===== config.mk =====
export PLATFORM = sky130hd
export DESIGN_NAME = calfifo_rd_arbiter_flat
export DESIGN_NICKNAME = d
export VERILOG_FILES = /design/src/rtl/calfifo_rd_arbiter_pkg.sv /design/src/rtl/calfifo_rd_arbiter_if.sv /design/src/rtl/calfifo_rd_arbiter_rr_pick.sv /design/src/rtl/calfifo_rd_arbiter.sv /design/src/flat_wrapper.sv
export SDC_FILE = /design/constraint.sdc
export NUM_CORES = 1
export LEC_CHECK = 0
export ABC_AREA = 1
export CAP_MARGIN = 10
export CORE_ASPECT_RATIO = 1.4
export CORE_MARGIN = 2
export CORE_UTILIZATION = 42
export CTS_CLUSTER_DIAMETER = 120
export DETAILED_ROUTE_END_ITERATION = 16
export PLACE_DENSITY = 0.85
export SYNTH_ARGS = -nofsm -noshare
export SYNTH_HDL_FRONTEND = slang
export SYNTH_SLANG_ARGS = --single-unit
export TNS_END_PERCENT = 1

===== constraint.sdc =====
create_clock -name pos_rclk -period 2.4 [get_ports pos_rclk]
set_input_delay 0.48 -clock pos_rclk [delete_from_list [all_inputs] [get_ports pos_rclk]]
set_output_delay 0.48 -clock pos_rclk [all_outputs]
set_load 0.05 [all_outputs]

===== src/rtl/calfifo_rd_arbiter_pkg.sv =====
// rtl/calfifo_rd_arbiter_pkg.sv - state encoding and width helpers for the calfifo read arbiter
// Contents: arb_state_e (IDLE/GRANT/XFER), chw() channel-index width, cntw() burst counter width.
package calfifo_arb_pkg;

    typedef enum logic [1:0] {
        ST_IDLE  = 2'd0,
        ST_GRANT = 2'd1,
        ST_XFER  = 2'd2
    } arb_state_e;

    // Channel index width; a single channel still needs one bit.
    function automatic int chw(input int n);
        return (n <= 1) ? 1 : $clog2(n);
    endfunction

    // Burst counter width; must hold BURST_LEN-1 and compare before incrementing.
    function automatic int cntw(input int b);
        return (b <= 1) ? 1 : $clog2(b + 1);
    endfunction

endpackage


===== src/rtl/calfifo_rd_arbiter_if.sv =====
// rtl/calfifo_rd_arbiter_if.sv - tagged output word stream of the calfifo read arbiter
// Signals: m_valid/m_ready handshake, m_data word, m_chan source channel, m_sof first word of grant.
// Modports: master (arbiter side), slave (packetiser side).
interface calfifo_rd_arbiter_if #(
    parameter int DWIDTH = 32,
    parameter int CHW    = 2
);
    logic              m_valid;
    logic              m_ready;
    logic [DWIDTH-1:0] m_data;
    logic [CHW-1:0]    m_chan;
    logic              m_sof;

    modport master (output m_valid, output m_data, output m_chan, output m_sof, input m_ready);
    modport slave  (input m_valid, input m_data, input m_chan, input m_sof, output m_ready);
endinterface


===== src/rtl/calfifo_rd_arbiter_rr_pick.sv =====
// rtl/calfifo_rd_arbiter_rr_pick.sv - rotate-priority encoder for the calfifo read arbiter
// Ports: req (per-channel request), rr_ptr (highest-priority channel),
//        grant (first requester at or after rr_ptr, wrapping), any (some request present).
module calfifo_rr_pick
    import calfifo_arb_pkg::*;
#(
    parameter int NUM_CH = 4,
    parameter int CHW    = chw(NUM_CH)
) (
    input  logic [NUM_CH-1:0] req,
    input  logic [CHW-1:0]    rr_ptr,
    output logic [CHW-1:0]    grant,
    output logic              any
);

    always_comb begin
        int             sum;
        logic [CHW-1:0] idx;
        sum   = 0;
        idx   = '0;
        grant = '0;
        any   = 1'b0;
        // Walk offsets far-to-near so the nearest requester to rr_ptr is written last and wins.
        for (int k = NUM_CH - 1; k >= 0; k--) begin
            sum = int'(rr_ptr) + k;
            if (sum >= NUM_CH) begin
                sum = sum - NUM_CH;
            end
            idx = CHW'(sum);
            if (req[idx]) begin
                grant = idx;
                any   = 1'b1;
            end
        end
    end

endmodule


===== src/rtl/calfifo_rd_arbiter.sv =====
// rtl/calfifo_rd_arbiter.sv - round-robin burst read scheduler draining FWFT calibration FIFOs
// Ports: pos_rclk clock; aresetn_rclk async / sresetn_rclk sync active-low resets;
//        enable (new grants allowed); ch_mask (eligible channels); ch_empty/ch_dout FWFT FIFO side;
//        ch_rd_en one-hot pop; m_if master stream (m_valid/m_ready/m_data/m_chan/m_sof);
//        busy (state not IDLE or a word still held).
module calfifo_rd_arbiter
    import calfifo_arb_pkg::*;
#(
    parameter int NUM_CH    = 4,
    parameter int DWIDTH    = 32,
    parameter int BURST_LEN = 16
) (
    input  logic                     pos_rclk,
    input  logic                     aresetn_rclk,
    input  logic                     sresetn_rclk,
    input  logic                     enable,
    input  logic [NUM_CH-1:0]        ch_mask,
    input  logic [NUM_CH-1:0]        ch_empty,
    input  logic [NUM_CH*DWIDTH-1:0] ch_dout,
    output logic [NUM_CH-1:0]        ch_rd_en,
    calfifo_rd_arbiter_if.master     m_if,
    output logic                     busy
);

    localparam int CHW  = chw(NUM_CH);
    localparam int CNTW = cntw(BURST_LEN);

    arb_state_e        state;
    logic [CHW-1:0]    rr_ptr;
    logic [CHW-1:0]    grant;
    logic [CNTW-1:0]   burst_cnt;
    logic              sof_pend;

    logic [NUM_CH-1:0] req;
    logic [CHW-1:0]    pick;
    logic              pick_any;
    logic              grant_empty;
    logic              pop;
    logic              burst_last;
    logic              grant_done;
    logic [DWIDTH-1:0] dout_arr [NUM_CH];

    for (genvar i = 0; i < NUM_CH; i++) begin : g_unpack
        assign dout_arr[i] = ch_dout[i*DWIDTH +: DWIDTH];
    end

    assign req         = ch_mask & ~ch_empty;
    assign grant_empty = ch_empty[grant];
    // Pop only when the output register is free or being drained this cycle.
    assign pop         = (state == ST_XFER) & ~grant_empty & (~m_if.m_valid | m_if.m_ready);
    assign burst_last  = (burst_cnt == CNTW'(BURST_LEN - 1));
    // An empty granted FIFO ends the grant early; ch_mask is not consulted mid-burst.
    assign grant_done  = (state == ST_XFER) & ((pop & burst_last) | grant_empty);
    assign busy        = (state != ST_IDLE) | m_if.m_valid;

    always_comb begin
        ch_rd_en = '0;
        if (pop) begin
            ch_rd_en[grant] = 1'b1;
        end
    end

    calfifo_rr_pick #(
        .NUM_CH (NUM_CH),
        .CHW    (CHW)
    ) u_pick (
        .req    (req),
        .rr_ptr (rr_ptr),
        .grant  (pick),
        .any    (pick_any)
    );

    always_ff @(posedge pos_rclk or negedge aresetn_rclk) begin
        if (!aresetn_rclk) begin
            state        <= ST_IDLE;
            rr_ptr       <= '0;
            grant        <= '0;
            burst_cnt    <= '0;
            sof_pend     <= 1'b0;
            m_if.m_valid <= 1'b0;
            m_if.m_data  <= '0;
            m_if.m_chan  <= '0;
            m_if.m_sof   <= 1'b0;
        end else if (!sresetn_rclk) begin
            state        <= ST_IDLE;
            rr_ptr       <= '0;
            grant        <= '0;
            burst_cnt    <= '0;
            sof_pend     <= 1'b0;
            m_if.m_valid <= 1'b0;
            m_if.m_data  <= '0;
            m_if.m_chan  <= '0;
            m_if.m_sof   <= 1'b0;
        end else begin
            case (state)
                ST_IDLE: begin
                    if (enable && (|req)) begin
                        state <= ST_GRANT;
                    end
                end
                ST_GRANT: begin
                    // Requests seen in IDLE/XFER may have vanished by now.
                    if (pick_any) begin
                        grant     <= pick;
                        burst_cnt <= '0;
                        sof_pend  <= 1'b1;
                        rr_ptr    <= (pick == CHW'(NUM_CH - 1)) ? '0 : pick + 1'b1;
                        state     <= ST_XFER;
                    end else begin
                        state <= ST_IDLE;
                    end
                end
                ST_XFER: begin
                    if (pop) begin
                        burst_cnt <= burst_cnt + 1'b1;
                    end
                    if (grant_done) begin
                        state <= (enable && (|req)) ? ST_GRANT : ST_IDLE;
                    end
                end
                default: state <= ST_IDLE;
            endcase

            if (pop) begin
                m_if.m_valid <= 1'b1;
                m_if.m_data  <= dout_arr[grant];
                m_if.m_chan  <= grant;
                m_if.m_sof   <= sof_pend;
                sof_pend     <= 1'b0;
            end else if (m_if.m_ready) begin
                m_if.m_valid <= 1'b0;
            end
        end
    end

endmodule

===== src/flat_wrapper.sv =====
// flat-port wrapper written by rule: the top's interface ports become plain ports
module calfifo_rd_arbiter_flat import calfifo_arb_pkg::*;
#(
    parameter int NUM_CH    = 4,
    parameter int DWIDTH    = 32,
    parameter int BURST_LEN = 16
)
  (pos_rclk, aresetn_rclk, sresetn_rclk, enable, ch_mask, ch_empty, ch_dout, ch_rd_en, busy, m_if_m_valid, m_if_m_data, m_if_m_chan, m_if_m_sof, m_if_m_ready);
  calfifo_rd_arbiter_if #(.DWIDTH(DWIDTH)) m_if_i ();
  input  logic pos_rclk;
  input  logic aresetn_rclk;
  input  logic sresetn_rclk;
  input  logic enable;
  input  logic [NUM_CH-1:0] ch_mask;
  input  logic [NUM_CH-1:0] ch_empty;
  input  logic [NUM_CH*DWIDTH-1:0] ch_dout;
  output logic [NUM_CH-1:0] ch_rd_en;
  output logic busy;
  output wire logic [$bits(m_if_i.m_valid)-1:0] m_if_m_valid;
  output wire logic [$bits(m_if_i.m_data)-1:0] m_if_m_data;
  output wire logic [$bits(m_if_i.m_chan)-1:0] m_if_m_chan;
  output wire logic [$bits(m_if_i.m_sof)-1:0] m_if_m_sof;
  input wire logic [$bits(m_if_i.m_ready)-1:0] m_if_m_ready;
  assign m_if_m_valid = m_if_i.m_valid;
  assign m_if_m_data = m_if_i.m_data;
  assign m_if_m_chan = m_if_i.m_chan;
  assign m_if_m_sof = m_if_i.m_sof;
  assign m_if_i.m_ready = m_if_m_ready;
  calfifo_rd_arbiter #(.NUM_CH(NUM_CH), .DWIDTH(DWIDTH), .BURST_LEN(BURST_LEN)) u_core (.pos_rclk(pos_rclk), .aresetn_rclk(aresetn_rclk), .sresetn_rclk(sresetn_rclk), .enable(enable), .ch_mask(ch_mask), .ch_empty(ch_empty), .ch_dout(ch_dout), .ch_rd_en(ch_rd_en), .m_if(m_if_i), .busy(busy));
endmodule

==> qor.txt, run 1 <==
Max Slew Vio Count: 0
Area Overhead vs Synth: 68.5%
gr ovfl total: 0
Initial DRT Pass Iterations: 6
Setup TNS: 0 ps
#FFs+latches synth: 48
WL/cell: 16.2 um
Yosys top cell area share: 0.385
syn nets: 561
top cells by area in the synthesized netlist: dfrtp_1 (38%), nand2_1 (18%), a221oi_1 (9.0%), o21ai_2 (9.0%), a21oi_1 (5.8%)
Final ANT Viol Nets: 0
Setup WS post-layout: 115 ps
synth cell count leaders: nand2_1 (152), dfrtp_1 (48), a21oi_1 (36)
detailed placement HPWL: 8850 um
routability cong.: 0.858
post-layout util: 0.724
clock tree buffer depth: 2
Post-synth EDFFs: 0
number of max-cap violations: 0
row cnt: 37
instance count of the mapped netlist: 418
Hold WC Path Type: in -> async
gr usage total: 0.281
Ys Warns: 0
WP buf/inv: 4
final setup fails: 0
Main synth FF type: dfrtp_1
Detailed Route WL: 11300 um
Rel. slew slack: 0.567
starting DRC count in detailed routing: 205
RSZ-0062 raised after global routing: no
die area: 8150 um2
initial antenna violation count: 0
worst-margin pin slew: 648 ps
CP Cell Sequence: buf_4 -> clkinv_1 -> buf_4 -> nor3_2 -> buf_12
CTS root buf: clkbuf_8
Arrival @ worst endpoint: 1810 ps
Crit. End Element: output pin
status: finished, final reports clean
cell taking the most area after synthesis: dfrtp_1
final cycle utilization of the critical path: 0.952
H-tree depth: 2
skew final: 4.24 ps
Clock Latency Late Sink: 290 ps
worst slack, placed: -27.4 ps
Fillers: 592
Max VDD drop: 306 uV
clk slew on worst S/H paths: 90 ps
slowest stage delay, CP: 430 ps
CTS Buf Count: 5
Leak: 0.00231 uW
Final Hold Vio Count: 0
PD cells: 394 nW/um2
cell repeated most along the worst path: buf_4
Worst Path Required: 1920 ps
Crit Path Max Fanout: 18
Die Ht: 106 um
Crit. path cell count: 5
most common cell in the netlist: nand2_1
share of layout cells above drive strength 1: 0.129
DRC Markers: 0
sequential-to-total area share from yosys stat: 0.385
nets@finish: 741
vias post-DR: 3753
num ports: 182
Worst path slowest cell: dfrtp_1
vias in the first global route: 3896
Worst Reg-to-Reg Cells: 9
power consumption: 2070 uW
Die X: 76.9 um
Synth async-reset ratio: 1.00
post-synth cell types: 27
Mean Syn Cell Area: 7.47 um2
WS Path Type: reg -> out
CORE AREA: 7270 um2
min cycle time layout: 2290 ps
n_diodes: 0
initial core utilization: 0.430
CTS tree: done
IO Port Bufs: 181
vias per inst: 5.39
CTS Sinks: 48
first-pass GRT wire length: 18500 um
Cell Area, Synth: 3120 um2
Fmax: 438 MHz
CP delay by family, top: buffers and inverters
Startpoint Class: register
largest net degree at the start of global routing: 36
worst paths after layout:
kind / start / end / slack [ps]
max reg2reg: u_core.grant[1] / u_core.m_if.m_data[8] / 390
min: aresetn_rclk / u_core.m_if.m_data[22] / 140
max: u_core.grant[0] / ch_rd_en[1] / 110
max in group asynchronous: aresetn_rclk / u_core.m_if.m_data[4] / 1520
min reg2reg: u_core.m_if.m_data[26] / u_core.m_if.m_data[26] / 490
min in group pos_rclk: u_core.m_if.m_data[26] / u_core.m_if.m_data[26] / 490
cell type report:
type	instances	area (um2)	share of cell area
flip-flops and latches	48	1200	0.228
clock inverters	2	35.0	0.00666
multi-input cells	316	1700	0.323
inverters	27	101	0.0193
clock buffers	6	72.6	0.0138
repair buffers	200	2030	0.386
well taps	97	121	0.0231
metal layers:
layer	share of wire	vias up	track usage
li1	-	1788	-
met4	0.033	0	0.114
met1	0.38	1785	0.310
met3	0.060	30	0.0654
met5	0	-	0
met2	0.53	150	0.514
what timing repair did:
| item | 4_1_cts | 5_1_grt |
|---|---|---|
| hold endpoints to repair | 0 | 0 |
| hold buffers | 0 | 0 |
| pin swaps | 0 | 3 |
| endpoints found under the setup margin | 3 | 4 |
| gates resized for setup | 3 | 9 |
| setup buffers | 0 | 1 |
sequential cells by signal, summed over array words and instances (netlist names), 2 cells and up:
register / count
u_core.state: 2
u_core.burst_cnt: 5
u_core.m_if.m_chan: 2
u_core.m_if.m_data: 32
u_core.grant: 2
u_core.rr_ptr: 2
stage by stage:
| stage | hold slack [ps] | cell area (um2) | std cells |
|---|---|---|---|
| 2_1_floorplan | 184 | 3120 | 418 |
| 3_3_place_gp | 462 | 5100 | 687 |
| 3_5_place_dp | 467 | 5100 | 687 |
| 4_1_cts | 142 | 5230 | 695 |
| 5_1_grt | 164 | 5260 | 696 |
| 6_report | 136 | 5260 | 696 |
logic make-up (layout without fill, tap and decap cells):
family,after synthesis,after routing,share of synthesized area
adders and majority gates,2,2,0.00801
DFF,48,48,0.385
buffers and inverters,54,235,0.0809
xor gates and xnor gates,2,2,0.00561
AOI/OAI and AO/OA,119,119,0.271
and+or+nand+nor,193,193,0.250
layout by cell type, fill, tap and decap left out, drive strengths merged, types with 2 or more instances in the layout:
cell type      Yosys  layout
or2                2       2
clkinv             2       3
nor2              18      18
dlymetal6s2s       0       4
nand3             11      11
nand4              3       3
ha                 2       2
clkdlybuf4s50      0     172
a21oi             36      36
nand2            153     153
clkbuf            13       7
o22ai              3       3
a221oi            32      32
buf               14      23
o21ai             47      47
nand3b             2       2
dfrtp             48      48
nor3               4       4
inv               25      25
where the power goes:
part | total [uW] | internal (uW) | switching (uW)
combinational | 663 | 342 | 320
sequential | 844 | 826 | 17.5
clock | 568 | 309 | 258
(Power assumes the default switching activity.)
==> run 2, diff against run 1 <==
- CORE_ASPECT_RATIO: 1.4 -> 0.7
==> run 2 against run 1 <==
Against the previous run: final cell count fell by 0.29%; core utilization fell by 0.43 points; die area barely moved; hold slack got worse by 2.4 ps.
==> qor.txt, run 2 (same netlist as run 1, synthesis figures left out) <==
Arrival @ worst endpoint: 1850 ps (+40 ps)
Rel. slew slack: 0.644 (+0.0771)
CTS root buf: clkbuf_8
CP delay by family, top: buffers and inverters
Die Ht: 76.1 um (-28%)
Worst Path Required: 1920 ps (about the same)
Die X: 107 um (+39%)
number of max-cap violations: 0 (unchanged)
WS Path Type: in -> out
starting DRC count in detailed routing: 183 (-11%)
detailed placement HPWL: 8640 um (-2.3%)
Startpoint Class: primary input
initial core utilization: 0.430 (+0.000815)
most frequent cells in the layout: clkdlybuf4s50_1 (176), nand2_1 (152), dfrtp_1 (48)
largest register by flop count: u_core.m_if.m_data
Final Hold Vio Count: 0 (unchanged)
clk slew on worst S/H paths: 90 ps (about the same)
Fmax: 428 MHz (-2.1%)
clock tree buffer depth: 2 (unchanged)
post-CTS setup buffers: 0 (unchanged)
die area: 8150 um2 (about the same)
skew final: 8.20 ps (+3.96 ps)
max reg flops: 32 (unchanged)
CTS Sinks: 48 (unchanged)
n_diodes: 0 (unchanged)
H-tree depth: 2 (unchanged)
gr usage total: 0.269 (-0.0121)
IO Port Bufs: 181 (unchanged)
largest registers: u_core.m_if.m_data x32, u_core.burst_cnt x5
WL/cell: 15.7 um (-3.5%)
Crit Path Max Fanout: 8 (-10)
gr ovfl total: 0 (unchanged)
nets@finish: 738 (-0.40%)
final setup fails: 0 (unchanged)
DRC Markers: 0 (unchanged)
Leak: 0.00225 uW (-2.6%)
status: finished, final reports clean
PD cells: 385 nW/um2 (-2.5%)
Worst path slowest cell: clkdlybuf4s50_1
Clock Latency Late Sink: 290 ps (about the same)
num ports: 182 (unchanged)
worst-margin pin slew: 532 ps (-117 ps)
Crit. End Element: output pin
Area Overhead vs Synth: 67.1%
CP Cell Sequence: clkdlybuf4s50_1 -> inv_1 -> o21ai_0 -> nand2_1 -> nand2_2 -> nor2_4 -> o21ai_4 -> nor3_2 -> buf_12
routability cong.: 0.837 (-2.5%)
vias in the first global route: 3757 (-3.6%)
min cycle time layout: 2330 ps (+49.8 ps)
post-layout util: 0.720 (-0.00432)
Detailed Route WL: 10900 um (-3.8%)
Fillers: 569 (-3.9%)
CTS tree: done
row cnt: 26 (-30%)
Max Slew Vio Count: 0 (unchanged)
slowest stage delay, CP: 420 ps (about the same)
initial antenna violation count: 0 (unchanged)
Final ANT Viol Nets: 0 (unchanged)
Initial DRT Pass Iterations: 4 (-2)
share of layout cells above drive strength 1: 0.122 (-0.00606)
fin area: 5220 um2 (-0.78%)
CTS Buf Count: 5 (unchanged)
WP buf/inv: 3 (-1)
vias per inst: 5.28 (-2.2%)
first-pass GRT wire length: 17800 um (-3.7%)
commonest non-fill, non-tap cell in the layout: clkdlybuf4s50_1
Post-DP Area: 5100 um2 (about the same)
largest net degree at the start of global routing: 28 (-22%)
final cycle utilization of the critical path: 0.973 (+0.0208)
vias post-DR: 3661 (-2.5%)
Hold WC Path Type: in -> async
RSZ-0062 raised after global routing: yes
CORE AREA: 7250 um2 (-0.19%)
Max VDD drop: 234 uV (-23%)
==> run 2: what timing repair did <==
action	4_1_cts	5_1_grt
hold buffers	0	0
resized for setup	0	5
endpoints found under the setup margin	3	4
hold endpoints to repair	0	0
==> run 2: layer usage <==
metal	track usage	share of wire
met1	0.339	0.42
met2	0.474	0.49
met3	0.0599	0.078
met4	0.0506	0.0097
met5	0	0
==> run 2: per-stage QoR <==
stage	power [uW]	setup TNS [ps]	hold WS [ps]	setup WS [ps]	cells
3_3_place_gp	1500	0	464	37.0	686
4_1_cts	2020	-113	140	-39.0	694
6_report	2010	0	134	65.0	694
3_5_place_dp	1520	-295	467	-41.4	686
2_1_floorplan	1160	-230	184	-76.5	418
5_1_grt	2120	-180	165	-64.0	694
==> run 2: cell type report <==
class	instances	area (um2)	area share
multi-input cells	316	1700	0.325
clock inverters	1	7.51	0.00144
repair buffers	197	2000	0.384
clock buffers	7	86.3	0.0165
well taps	98	123	0.0235
flip-flops and latches	48	1200	0.230
inverters	27	101	0.0194
==> run 2: worst paths after layout <==
kind | from | endpoint | slack (ps) | cells past startpoint
setup / recovery | ch_empty[2] | ch_rd_en[1] | 70 | 9
hold / removal | aresetn_rclk | u_core.m_if.m_data[13] | 130 | 1
setup reg to reg | u_core.grant[0] | u_core.m_if.m_data[6] | 450 | 11
hold reg to reg | u_core.m_if.m_data[18] | u_core.m_if.m_data[18] | 490 | 2
max in group asynchronous | aresetn_rclk | u_core.m_if.m_data[20] | 1520 | 2
min in group pos_rclk | u_core.m_if.m_data[18] | u_core.m_if.m_data[18] | 490 | 2
==> run 2: power by group <==
part	total [uW]	switching, uW	leakage (uW)	internal, uW
Combinational	664	320	0.00154	344
Sequential	843	16.9	0.000667	826
Clock	500	266	0.0000445	235
Total	2010	602	0.00225	1400
==> run 2: worst register-to-register path: stages (launching register included) <==
cell	delay [ps]
dfrtp_1	450
nand2_1	90
o21ai_0	80
nand2_1	90
nand2_2	80
nor2_4	120
o21ai_4	110
nand2_1	110
clkinv_1	290
buf_12	260
nand2_1	60
o21ai_0	70
